**src/rtl/fft_pkg.sv**
```systemverilog
// Shared frame geometry, input-path state encoding and the bit-reverse helper
// used by the FFT input buffer.
package fft_pkg;

  localparam int FFT_STAGE = 4;
  localparam int ADDR_W    = FFT_STAGE;
  localparam int N_POINTS  = 1 << FFT_STAGE;

  typedef enum logic [1:0] {
    S_LO   = 2'd0,
    S_HI   = 2'd1,
    S_FULL = 2'd2
  } state_t;

  // Mirrors the index bits; used to place samples in decimation-in-time order.
  function automatic logic [ADDR_W-1:0] bit_reverse(input logic [ADDR_W-1:0] value);
    logic [ADDR_W-1:0] result;
    result = '0;
    for (int i = 0; i < ADDR_W; i++) begin
      result[i] = value[ADDR_W-1-i];
    end
    return result;
  endfunction

endpackage

```
**src/rtl/fft_sample_ram.sv**
```systemverilog
// N x WORD_SIZE sample register file: one synchronous write port, one registered
// read port, whole array cleared by the asynchronous reset.
module fft_sample_ram #(
  parameter int WORD_SIZE = 16,
  parameter int STAGE     = 4
) (
  input  logic                 i_clk,
  input  logic                 i_rst,
  input  logic                 i_wr_en,
  input  logic [STAGE-1:0]     i_wr_addr,
  input  logic [WORD_SIZE-1:0] i_wr_data,
  input  logic [STAGE-1:0]     i_rd_addr,
  output logic [WORD_SIZE-1:0] o_rd_data
);

  localparam int DEPTH = 1 << STAGE;

  logic [WORD_SIZE-1:0] mem [DEPTH];

  // NOTE: the array sits in the reset branch because a reset must leave every
  // sample at zero; this rules out mapping the buffer onto a RAM macro.
  always_ff @(posedge i_clk or posedge i_rst) begin
    if (i_rst) begin
      for (int i = 0; i < DEPTH; i++) begin
        mem[i] <= '0;
      end
      o_rd_data <= '0;
    end else begin
      if (i_wr_en) begin
        mem[i_wr_addr] <= i_wr_data;
      end
      // NOTE: non-blocking updates make a same-address read return the old word.
      o_rd_data <= mem[i_rd_addr];
    end
  end

endmodule

```
**src/rtl/fft_input_buffer.sv**
```systemverilog
// Pairs UART bytes into signed samples (low byte first) and holds one frame for
// the FFT core. Define FFT_INPUT_BITREV_EN to store samples in bit-reversed order.
module fft_input_buffer
  import fft_pkg::*;
#(
  parameter int WORD_SIZE   = 16,
  parameter int DATA_LENGTH = 8,
  parameter int FRACTION    = 8,
  parameter int STAGE       = FFT_STAGE
) (
  input  logic                   i_clk,
  input  logic                   i_rst,
  input  logic [DATA_LENGTH-1:0] i_byte,
  input  logic                   i_byte_valid,
  input  logic                   i_byte_error,
  input  logic                   i_frame_ack,
  input  logic [STAGE-1:0]       i_rd_addr,
  output logic [WORD_SIZE-1:0]   o_rd_data,
  output logic                   o_frame_ready,
  output logic                   o_overflow
);

  // Catch parameter sets the datapath cannot represent.
  if (WORD_SIZE != 2 * DATA_LENGTH) begin : g_bad_word_size
    $error("WORD_SIZE must equal 2*DATA_LENGTH");
  end
  if (STAGE != ADDR_W) begin : g_bad_stage
    $error("STAGE must match fft_pkg::ADDR_W");
  end
  if (FRACTION > WORD_SIZE) begin : g_bad_fraction
    $error("FRACTION cannot exceed WORD_SIZE");
  end

  localparam logic [STAGE-1:0] LAST_IDX = '1;

  state_t                 state;
  logic [STAGE-1:0]       idx;
  logic [DATA_LENGTH-1:0] lo_byte;
  logic [STAGE-1:0]       wr_addr;
  logic                   wr_en;
  logic [WORD_SIZE-1:0]   wr_data;

  // A coincident framing error always kills the byte.
  assign wr_en   = (state == S_HI) && i_byte_valid && !i_byte_error;
  assign wr_data = {i_byte, lo_byte};

`ifdef FFT_INPUT_BITREV_EN
  assign wr_addr = bit_reverse(idx);
`else
  assign wr_addr = idx;
`endif

  always_ff @(posedge i_clk or posedge i_rst) begin
    if (i_rst) begin
      state         <= S_LO;
      idx           <= '0;
      lo_byte       <= '0;
      o_frame_ready <= 1'b0;
      o_overflow    <= 1'b0;
    end else begin
      o_overflow <= 1'b0;
      unique case (state)
        S_LO: begin
          if (i_byte_valid && !i_byte_error) begin
            lo_byte <= i_byte;
            state   <= S_HI;
          end
        end
        S_HI: begin
          if (i_byte_error) begin
            state <= S_LO;
          end else if (i_byte_valid) begin
            if (idx == LAST_IDX) begin
              state         <= S_FULL;
              o_frame_ready <= 1'b1;
            end else begin
              idx   <= idx + STAGE'(1);
              state <= S_LO;
            end
          end
        end
        S_FULL: begin
          // Every strobe while full is a dropped byte, error or not.
          o_overflow <= i_byte_valid;
          if (i_frame_ack) begin
            idx           <= '0;
            state         <= S_LO;
            o_frame_ready <= 1'b0;
          end
        end
        default: begin
          state <= S_LO;
        end
      endcase
    end
  end

  fft_sample_ram #(
    .WORD_SIZE (WORD_SIZE),
    .STAGE     (STAGE)
  ) u_ram (
    .i_clk     (i_clk),
    .i_rst     (i_rst),
    .i_wr_en   (wr_en),
    .i_wr_addr (wr_addr),
    .i_wr_data (wr_data),
    .i_rd_addr (i_rd_addr),
    .o_rd_data (o_rd_data)
  );

endmodule

```
**config.mk**
```make
export PLATFORM = sky130hd
export DESIGN_NAME = fft_input_buffer
export DESIGN_NICKNAME = d
export VERILOG_FILES = /design/src/rtl/fft_pkg.sv /design/src/rtl/fft_sample_ram.sv /design/src/rtl/fft_input_buffer.sv
export SDC_FILE = /design/constraint.sdc
export NUM_CORES = 1
export LEC_CHECK = 0
export CAP_MARGIN = 10
export CORE_ASPECT_RATIO = 1.2
export CORE_MARGIN = 1.5
export CORE_UTILIZATION = 45
export CTS_CLUSTER_SIZE = 8
export DETAILED_ROUTE_END_ITERATION = 8
export SYNTH_ARGS = -nofsm -noshare
export SYNTH_HDL_FRONTEND = slang
export SYNTH_HIERARCHICAL = 1
export SYNTH_SLANG_ARGS = --single-unit
```
**constraint.sdc**
```tcl
create_clock -name i_clk -period 13.85 [get_ports i_clk]
set_input_delay 1.385 -clock i_clk [delete_from_list [all_inputs] [get_ports i_clk]]
set_output_delay 1.385 -clock i_clk [all_outputs]
set_load 0.01 [all_outputs]
```
==> results.md <==
* Net Sw Frac at 25.1%
* Worst-Margin Slew at 1.23 ns
* F_max at 276 MHz
* Worst hold endpoint: o_frame_ready
* Post-synth EDFFs at 0
* Worst Path Required at 14.23 ns
* Worst reg2reg path depth at 5
* Critical Path AT at 4.01 ns
* Mean Syn Cell Area at 16.1 um2
* Seq. cell area at 7210 um2
* Vias in the first global route at 7,678
* Dpl hpwl at 17.1 mm
* Int Pwr at 1.76 mW
* Worst min path class: flip-flop to flip-flop
* Lkg Pwr at 6.83 nW
* # DRC at 0
* Period minus WS final at 3.62 ns
* Sequential share of power at 48.5%
* First-pass iteration count of the detailed router at 4
* Die width at 157 um
* Drt total wl at 29.8 mm
* Initial DRC count at 399
* RSZ-0062 raised after global routing: false
* Sw power at 0.589 mW
* Seq/Total Area, Yosys at 56.5%
* Cell family with most CP delay: simple AND/OR/NAND/NOR gates
* YS warnings at 6
* R2R setup slack at 11.14 ns
* Pin count of the biggest net entering global routing at 101
* Max cap viols at 0
* Share of layout cells above drive strength 1 at 49.2%
* Core footprint at 27,900 um2
* Peak supply drop at 0.0000895 V
* Initial Util at 45.7%
* Number of buffers created by CTS at 41
* Power per cell area at 162 nW/um2
* RR Startpoint: state[0]
* CP peak stage delay at 0.75 ns
* Cells along the critical path: clkdlybuf4s50_1 > nand4bb_4 > inv_1 > nor3b_1 > nand2_1 > mux2_2
* CP Max Fanout at 16
* Buf+Inv Stages, Crit Path at 2
* Max clock buf depth at 3
* Post-route antenna net violation count at 0
* Fillers at 2,276
* Routability cong. at 0.749
* CP max-delay cell: nand2_1
* Synth Register Bits at 288
* Crit. End Element: flip-flop
* Net Count, Synth at 810
* Fin. max-slew vios at 0
* Max-slew headroom at 17.8%
* Clk pwr share at 36.1%
* Clk slew on worst S/H paths at 0.05 ns
* Main synth FF type: dfrtp_1
* Clock sink count at 288
* Post-synthesis cell area at 12,800 um2
* Htree depth at 2
* Initial antenna violation count at 0
* Post-synth cell types at 43
* Hold Buf Count CTS at 0
* Final worst-path cycle share at 26.2%
* CTS tree: built
* Row count at 67
* Final TNS setup at 0 ns
* Comb power frac at 15.4%
* Post-synth ARST share at 100%
* Tot Pwr at 2.34 mW
* Final #Nets at 839
* CTS Root Cell: clkbuf_16
* Hold Path Depth at 2
* Min-delay src: o_frame_ready
* Vias after detailed routing at 6,952
* Tot GR Track Use at 21.5%
* WL/cell at 24.8 um
* Non-Filler Instances at 1,200
* Port Buf Inserts at 34
* Die Ht at 187 um
* Global-route wire length before repair at 47.1 mm
* Latest clock arrival within the worst-skew pair at 0.51 ns
* Placed cell count at 1,155
* Final Core Density at 51.8%
* Num ports at 35
* Post-Synthesis Cells at 792
* ANT cells at 0
* Setup violations, final at 0
* Reg2reg end: u_ram/mem[240]
* Die area at 29,400 um2
* Multi-input logic area at 5230 um2
* Vias per Instance at 5.79
* CP Class: input port to flip-flop
* Post-cts sizing count at 0
* Final Hold Viols at 0
* Status: complete, no violations
* Congestion Overflow GR at 0
* Clk_skew at 0.0153 ns
* Setup bufs post-CTS at 0
* Area grow syn2layout at 13.4%
* Startpoint Class: input port
[power by group through the flow]
stage               sequential [mW]  combinational [mW]  clock (mW)
finish                         1.14               0.361       0.847
global route                   1.16               0.391       0.907
CTS                            1.14               0.364       0.872
detailed placement             1.15               0.363           0
global placement               1.13               0.348           0
floorplan                      1.10               0.287           0
[flip-flops by register name, indices dropped and copies added (netlist names)]
register and cells:
state 2, o_overflow 1, idx 4, lo_byte 8, o_frame_ready 1, u_ram/o_rd_data 16, u_ram/mem 256
[tightest hold or removal path, delay by kind of cell (launching register included)]
family | cells | cell delay (ns)
flip-flops | 1 | 0.34
AND/OR/NAND/NOR | 2 | 0.11
[layout make-up]
class                      instances  area share, %
clock inverter                     2          0.121
multi-input combinational        437           36.2
timing repair buffer              48           3.31
clock buffer                      41           7.10
tap                              379           3.28
inverter                           5          0.182
sequential                       288           49.9
[layer usage]
metal  vias up  part of all wire [%]  track usage [%]
met5         -                     0                0
li1       2977                     -                -
met3        46                   4.2             3.08
met1      3801                    41             28.0
met2       128                    52             37.4
met4         0                   2.1             5.90
[synthesized netlist by cell type (2+ instances only)]
cell type / count / area share [%]
nor2b_1: 4 / 0.20
or3_1: 2 / 0.098
nor2_1: 7 / 0.21
buf_1: 2 / 0.059
inv_1: 5 / 0.15
buf_2: 20 / 0.78
nand3_1: 4 / 0.16
clkbuf_1: 28 / 0.82
mux4_2: 64 / 11
mux2_4: 10 / 1.2
nor2_2: 2 / 0.098
a22oi_1: 32 / 1.9
buf_4: 6 / 0.35
and2_1: 2 / 0.098
buf_6: 5 / 0.44
mux2_2: 253 / 22
nand2b_1: 5 / 0.25
dfrtp_1: 288 / 57
nor3b_1: 2 / 0.12
mux2_1: 2 / 0.18
nand3b_1: 3 / 0.18
nand2_1: 23 / 0.68
nor3_2: 3 / 0.24
[metrics by stage]
stage / worst slack [ns] / instance area [um2] / hold slack (ns)
final: 10.23 / 14500 / 0.482
after global routing: 10.02 / 14500 / 0.509
after global placement: 9.76 / 13400 / 0.465
after floorplan: 4.97 / 12800 / 0.459
after CTS: 10.19 / 14400 / 0.494
after detailed placement: 9.67 / 13400 / 0.481
[logic make-up after synthesis]
| kind of cell | synth area share (%) |
|---|---|
| fa+ha+maj | 0.0981 |
| xor+xnor | 0.0687 |
| compound gates | 2.31 |
| buf+inv | 2.77 |
| mux | 35.1 |
| flops | 56.5 |
| simple gates | 3.17 |
[worst max path at each step]
stage                 startpoint             end  slack [ns]  cells after the start
detailed placement  i_byte_error  u_ram/mem[240]        9.67                      6
finish              i_byte_error  u_ram/mem[240]       10.23                      6
global placement    i_byte_error  u_ram/mem[230]        9.76                      6
global route        i_byte_error  u_ram/mem[227]       10.02                      6
floorplan                  i_rst    u_ram/mem[0]        4.97                      1
CTS                 i_byte_error  u_ram/mem[240]       10.19                      6
[cells in the final DEF, fill, tap and decap left out, types with 4 or more instances in the layout]
cell type,instances
mux4_2,64
nor2_2,6
nand2b_1,5
nand2_1,23
mux2_2,253
dfrtp_1,288
mux2_4,10
clkbuf_16,41
clkdlybuf4s50_1,32
a22oi_1,32
inv_1,4
buf_4,13
nand3_1,4
Power figures use the tool's default switching activity.
